### src/rtl/pipe_hazard_pkg.sv
`default_nettype none
// ============================================================================
// Module   : pipe_hazard_pkg
// Purpose  : Shared encodings for the 5-stage hazard controller: forward
//            select codes, controller FSM states and flush bit indices.
// Revision : 1.0 - initial release
// ============================================================================
package pipe_hazard_pkg;

  localparam logic [1:0] c_FWD_REG = 2'b00;
  localparam logic [1:0] c_FWD_WB  = 2'b01;
  localparam logic [1:0] c_FWD_MEM = 2'b10;

  localparam int c_FL_IFID  = 0;
  localparam int c_FL_IDEX  = 1;
  localparam int c_FL_EXMEM = 2;

  typedef enum logic [1:0] {
    ST_RUN     = 2'd0,
    ST_MC_WAIT = 2'd1,
    ST_FLUSH   = 2'd2
  } hz_state_e;

  // Lowest n flush bits set, youngest stage (IF/ID) first.
  function automatic logic [2:0] flush_mask(input int n);
    logic [2:0] m;
    m = '0;
    for (int i = 0; i < 3; i++) begin
      if (i < n) m[i] = 1'b1;
    end
    return m;
  endfunction

endpackage
`default_nettype wire

### src/rtl/pipe_fwd_sel.sv
`default_nettype none
// ============================================================================
// Module   : pipe_fwd_sel
// Purpose  : Forward select for one EX operand; MEM result beats WB, r0 never
//            forwarded.
// Revision : 1.0 - initial release
// ============================================================================
module pipe_fwd_sel
  import pipe_hazard_pkg::*;
#(
  parameter int RA_W = 5
) (
  input  logic [RA_W-1:0] src,
  input  logic [RA_W-1:0] mem_wr,
  input  logic            mem_regwrite,
  input  logic [RA_W-1:0] wb_wr,
  input  logic            wb_regwrite,
  output logic [1:0]      sel
);

  always_comb begin
    sel = c_FWD_REG;
    if (src != '0) begin
      if (mem_regwrite && (mem_wr == src)) begin
        sel = c_FWD_MEM;
      end else if (wb_regwrite && (wb_wr == src)) begin
        sel = c_FWD_WB;
      end
    end
  end

endmodule
`default_nettype wire

### src/rtl/pipe_hazard_ctrl.sv
`default_nettype none
// ============================================================================
// Module   : pipe_hazard_ctrl
// Purpose  : Stall/bubble/flush and operand-forward control for the 5-stage
//            core. Optional perf counters under PIPE_HAZARD_PERF_CNT_EN.
// Revision : 1.0 - initial release
// ============================================================================
module pipe_hazard_ctrl
  import pipe_hazard_pkg::*;
#(
  parameter int RA_W     = 5,
  parameter int MC_LAT   = 4,
  parameter int BR_FLUSH = 3,
  parameter int CNT_W    = 32
) (
  input  logic            clk,
  input  logic            reset,
  input  logic [RA_W-1:0] id_rs,
  input  logic [RA_W-1:0] id_rt,
  input  logic            id_use_rt,
  input  logic [RA_W-1:0] ex_rs,
  input  logic [RA_W-1:0] ex_rt,
  input  logic [RA_W-1:0] ex_wr,
  input  logic            ex_regwrite,
  input  logic            ex_memread,
  input  logic            ex_mc_start,
  input  logic [RA_W-1:0] mem_wr,
  input  logic            mem_regwrite,
  input  logic [RA_W-1:0] wb_wr,
  input  logic            wb_regwrite,
  input  logic            br_taken,
  output logic            pc_hold,
  output logic            ifid_hold,
  output logic            idex_bubble,
  output logic            exmem_hold,
  output logic [2:0]      flush,
  output logic [1:0]      fwd_a,
  output logic [1:0]      fwd_b,
  output logic            busy
`ifdef PIPE_HAZARD_PERF_CNT_EN
  ,
  output logic [CNT_W-1:0] stall_cnt,
  output logic [CNT_W-1:0] flush_cnt
`endif
);

  localparam int         c_MC_W       = (MC_LAT > 2) ? $clog2(MC_LAT) : 1;
  localparam logic [c_MC_W-1:0] c_MC_LOAD = c_MC_W'(MC_LAT - 2);
  localparam logic [2:0] c_FLUSH_MASK = flush_mask(BR_FLUSH);

  generate
    if ((MC_LAT < 2) || (BR_FLUSH < 1) || (BR_FLUSH > 3) || (CNT_W < 1)) begin : g_param_check
      $error("pipe_hazard_ctrl: parameter out of range");
    end
  endgenerate

  hz_state_e         r_state;
  logic [c_MC_W-1:0] r_mc_cnt;

  logic       w_run;
  logic       w_mc_wait;
  logic       w_br_accept;
  logic       w_mc_hold;
  logic       w_lu_cond;
  logic       w_load_use;
  logic [1:0] w_fwd_a;
  logic [1:0] w_fwd_b;
  logic       w_unused_ok;

  // A load always writes its destination, so regwrite adds nothing to the check.
  assign w_unused_ok = ex_regwrite;

  pipe_fwd_sel #(.RA_W(RA_W)) u_fwd_a (
    .src          (ex_rs),
    .mem_wr       (mem_wr),
    .mem_regwrite (mem_regwrite),
    .wb_wr        (wb_wr),
    .wb_regwrite  (wb_regwrite),
    .sel          (w_fwd_a)
  );

  pipe_fwd_sel #(.RA_W(RA_W)) u_fwd_b (
    .src          (ex_rt),
    .mem_wr       (mem_wr),
    .mem_regwrite (mem_regwrite),
    .wb_wr        (wb_wr),
    .wb_regwrite  (wb_regwrite),
    .sel          (w_fwd_b)
  );

  assign w_run       = (r_state == ST_RUN);
  assign w_mc_wait   = (r_state == ST_MC_WAIT);
  assign w_br_accept = w_run & br_taken;
  assign w_lu_cond   = ex_memread & (ex_wr != '0) &
                       ((ex_wr == id_rs) | (id_use_rt & (ex_wr == id_rt)));

  // Branch beats multi-cycle beats load-use; load-use only ever acts from RUN.
  assign w_mc_hold  = (w_run & ~br_taken & ex_mc_start) | w_mc_wait;
  assign w_load_use = w_run & ~br_taken & ~ex_mc_start & w_lu_cond;

  always_ff @(posedge clk or negedge reset) begin
    if (!reset) begin
      r_state  <= ST_RUN;
      r_mc_cnt <= '0;
    end else begin
      case (r_state)
        ST_RUN: begin
          if (br_taken) begin
            r_state <= ST_FLUSH;
          end else if (ex_mc_start) begin
            r_mc_cnt <= c_MC_LOAD;
            if (c_MC_LOAD != '0) r_state <= ST_MC_WAIT;
          end
        end
        ST_MC_WAIT: begin
          if (r_mc_cnt <= c_MC_W'(1)) begin
            r_mc_cnt <= '0;
            r_state  <= ST_RUN;
          end else begin
            r_mc_cnt <= r_mc_cnt - c_MC_W'(1);
          end
        end
        ST_FLUSH: r_state <= ST_RUN;
        default:  r_state <= ST_RUN;
      endcase
    end
  end

  // Outputs are forced low while reset is held, even for combinational paths.
  assign pc_hold     = reset & (w_mc_hold | w_load_use);
  assign ifid_hold   = reset & (w_mc_hold | w_load_use);
  assign idex_bubble = reset & w_load_use;
  assign exmem_hold  = reset & w_mc_hold;
  assign flush       = (reset & w_br_accept) ? c_FLUSH_MASK : 3'b000;
  assign busy        = reset & ~w_run;
  assign fwd_a       = reset ? w_fwd_a : c_FWD_REG;
  assign fwd_b       = reset ? w_fwd_b : c_FWD_REG;

`ifdef PIPE_HAZARD_PERF_CNT_EN
  logic [CNT_W-1:0] r_stall_cnt;
  logic [CNT_W-1:0] r_flush_cnt;

  always_ff @(posedge clk or negedge reset) begin
    if (!reset) begin
      r_stall_cnt <= '0;
      r_flush_cnt <= '0;
    end else begin
      if (pc_hold && (r_stall_cnt != '1)) r_stall_cnt <= r_stall_cnt + CNT_W'(1);
      if (w_br_accept && (r_flush_cnt != '1)) r_flush_cnt <= r_flush_cnt + CNT_W'(1);
    end
  end

  assign stall_cnt = r_stall_cnt;
  assign flush_cnt = r_flush_cnt;
`endif

endmodule
`default_nettype wire

### config.mk
export PLATFORM = sky130hd
export DESIGN_NAME = pipe_hazard_ctrl
export DESIGN_NICKNAME = d
export VERILOG_FILES = /design/src/rtl/pipe_hazard_pkg.sv /design/src/rtl/pipe_fwd_sel.sv /design/src/rtl/pipe_hazard_ctrl.sv
export SDC_FILE = /design/constraint.sdc
export NUM_CORES = 1
export LEC_CHECK = 0
export BUFFER_PORTS_ARGS = -buffer_cell sky130_fd_sc_hd__buf_2
export CAP_MARGIN = 20
export CORE_MARGIN = 2
export CORE_UTILIZATION = 37
export DETAILED_ROUTE_END_ITERATION = 10
export PLACE_DENSITY = 0.77
export REMOVE_ABC_BUFFERS = 1
export SYNTH_ARGS = -nofsm -noshare
export SYNTH_HDL_FRONTEND = slang
export SYNTH_SLANG_ARGS = --single-unit
### constraint.sdc
create_clock -name clk -period 1.4 [get_ports clk]
set_input_delay 0.21 -clock clk [delete_from_list [all_inputs] [get_ports clk]]
set_output_delay 0.21 -clock clk [all_outputs]
set_load 0.05 [all_outputs]
==> impl_results.md <==
- Post-Route Setup TNS: -1.60 ns
- Synth Area per Inst: 8.08 um^2
- Max Slew Vio Count: 0
- Leading post-synthesis cells by cell area: xor2_1, xnor2_1, dfrtp_1, nor4_1, nor2_1
- Reg-to-reg endpoint: r_state[0]$_DFFE_PN0P_
- Type of origin of the critical path: input port
- Fill cells: 93
- Delay-heaviest family, CP: simple AND/OR/NAND/NOR gates
- Post-DP HPWL: 1770 um
- CP max FO: 2
- Hold crit path type: in -> async
- Peak supply drop: 0.440 mV
- WP data required: 1.19 ns
- Area taken by multi-input logic gates: 637 um^2
- Cell with the most instances after synthesis: xor2_1
- Synth cell types: 24
- Post-synth design cell area: 654 um^2
- Final nets: 203
- Input/output buffers: 54
- CTS tree: yes
- Initial core utilization: 0.387
- Initial antenna violation count: 0
- Drt pass-1 iters: 4
- R2R cell count: 5
- Max-slew headroom: 0.573
- IO Pins: 56
- Non-Filler Instances: 174
- Final ANT Viol Nets: 0
- Largest family of logic cells by synthesized area: XOR/XNOR gates
- Placement Setup Slack: -0.212 ns
- Largest net degree at the start of global routing: 6
- Reg2reg start: r_state[0]$_DFFE_PN0P_
- CP endpoint kind: primary output
- Drc violations: 0
- Crit-path cells: buf_2 > nor4bb_1 > o211ai_4 > o21bai_2 > buf_6
- Count of final setup violators: 10
- Sequential area share after synthesis: 0.153
- Final setup margin: -0.324 ns
- Post-synth ARST share: 1.00
- Placed Cells: 168
- Crit-path slowest cell: nor4bb_1
- Mapped Cells: 81
- Vias: 925
- RSZ-0062 raised after global routing: true
- Mux contribution to synthesized area: 0
- Remaining Overflow, GRT: 0
- Row cnt: 15
- Pwr Density: 790 mW/mm^2
- Clock buffer count from CTS: 3
- P&R area growth vs syn: 117%
- Share of the synthesized area in the top cell type: 0.228
- Diode count: 0
- Die height: 46.1 um
- Critical path arrival: 1.51 ns
- Crit path depth: 5
- Final hold violation count: 0
- Count of flip-flops with a built-in enable after synthesis: 0
- Synth Area in Simple Gates: 0.317
- Clock Latency Late Sink: 0.22 ns
- H-tree depth: 1
- Worst-Margin Slew: 0.632 ns
- Status: finished, violations left
- Max Root-Sink Buffers: 2
- Pleak: 0.682 nW
- Tot GR Track Use: 0.227
- Max cap viols: 0
- Synth Flop Type: dfrtp_1
- CP bufs+invs: 2
- Drt total wl: 2700 um
- Core region area: 0.00169 mm^2
- Register bit count reported by yosys: 4
- CTS clk-pin slew, worst paths: 0.03 ns
- Crit Path Category: in -> out
- Vias per cell: 5.32
- Fin Clk Skew: 0.000680 ns
- Top cells by count, synth: xor2_1, xnor2_1, nor2_1, nor4_1, dfrtp_1
- CP max stage delay: 0.58 ns
- Clock sinks: 4
- Yosys top cell by area: xor2_1
- Flip-flop and latch area: 100 um^2
- Fraction of the mapped netlist area in adder cells: 0
- Die W: 46.1 um
- Die ar.: 0.00212 mm^2
- XOR/XNOR Fraction of Synth Area: 0.402
- Compound-Gate Fraction of Synth Area: 0.0822
- Fmax: 580 MHz
- Power Total: 0.00112 W
- Ys Warns: 0
- Final Wtd Congestion: 0.794
- Drt wl/cell: 15.5 um
- Final hold slack: 0.0147 ns
- CTS Root Cell: clkbuf_4
- Failing checks: negative setup slack
- First-pass GRT wire length: 3460 um
- Reg2Reg Setup Slack: 0.39 ns
- Number of global-route vias before repair: 881
- Share of layout cells above drive strength 1: 0.631
- Post-layout min period: 1.72 ns
- Final worst-path cycle share: 1.23
- 1st-iter DRT viols: 10
cells by family (layout without fill, tap and decap cells):
group	Yosys count	count (layout)
buffers and inverters	5	81
AND/OR/NAND/NOR	34	34
XOR/XNOR	30	30
AO/OA/AOI/OAI	8	8
flip-flops	4	4
sequential cells by signal, indices dropped and copies added, names as in the netlist:
| register | count |
|---|---|
| r_state | 2 |
| r_mc_cnt | 2 |
worst max path at each step:
stage                startpoint         to  slack [ns]
global placement       ex_wr[3]  ifid_hold       -0.20
global route        ex_mc_start    pc_hold       -0.37
floorplan              ex_wr[3]  ifid_hold       -0.98
CTS                    ex_wr[4]    pc_hold       -0.15
detailed placement     ex_wr[3]  ifid_hold       -0.21
finish              ex_mc_start    pc_hold       -0.32
report_power, final:
group | switching (W) | internal [W] | total, W
logic | 0.000397 | 0.000386 | 0.000783
registers | 0.0000489 | 0.000160 | 0.000209
clock network | 0.0000366 | 0.0000951 | 0.000132
total | 0.000483 | 0.000641 | 0.00112
cells in the final DEF (no fill, tap or decap), types with 3 or more instances in the layout:
cell / count
nand3_1: 3
nor4_1: 3
buf_2: 25
buf_8: 4
xnor2_2: 5
xnor2_1: 8
dfrtp_1: 4
or4_4: 3
o21ai_0: 3
buf_6: 25
buf_4: 21
xor2_1: 15
nor2_1: 6
clkbuf_4: 3
nor2_4: 3
area by class of cell:
type / instances / area share
well taps: 17 / 0.0150
multi-input cells: 72 / 0.448
flip-flops and latches: 4 / 0.0704
repair buffers: 76 / 0.446
clock buffers: 3 / 0.0158
inverters: 2 / 0.00528
per-layer routing:
metal / wire (um) / vias up / GRT usage
met5: 0 / - / 0
met4: 27 / 0 / 0.0514
met3: 215 / 4 / 0.0314
met2: 1550 / 60 / 0.503
met1: 904 / 427 / 0.203
li1: - / 434 / -
metrics by stage:
| step | util | area (um^2) |
|---|---|---|
| 2_1_floorplan | - | 632 |
| 3_3_place_gp | 0.631 | 1070 |
| 3_5_place_dp | 0.631 | 1070 |
| 4_1_cts | 0.757 | 1280 |
| 5_1_grt | 0.842 | 1420 |
| 6_report | 0.842 | 1420 |
worst register-to-register path, delay by kind of cell (launching register included):
family | cells | cell delay (ns)
AND/OR/NAND/NOR | 2 | 0.19
flip-flops | 1 | 0.41
buffers and inverters | 2 | 0.30
AO/OA/AOI/OAI | 1 | 0.04
timing repair:
action / in CTS / in global routing
hold buffers: 1 / 0
gates resized for setup: 42 / 29
endpoints found under the setup margin: 12 / 12
setup buffers: 1 / 1
endpoints found under the hold margin: 3 / 0
pin swaps: 22 / 20
(Power assumes the default switching activity.)
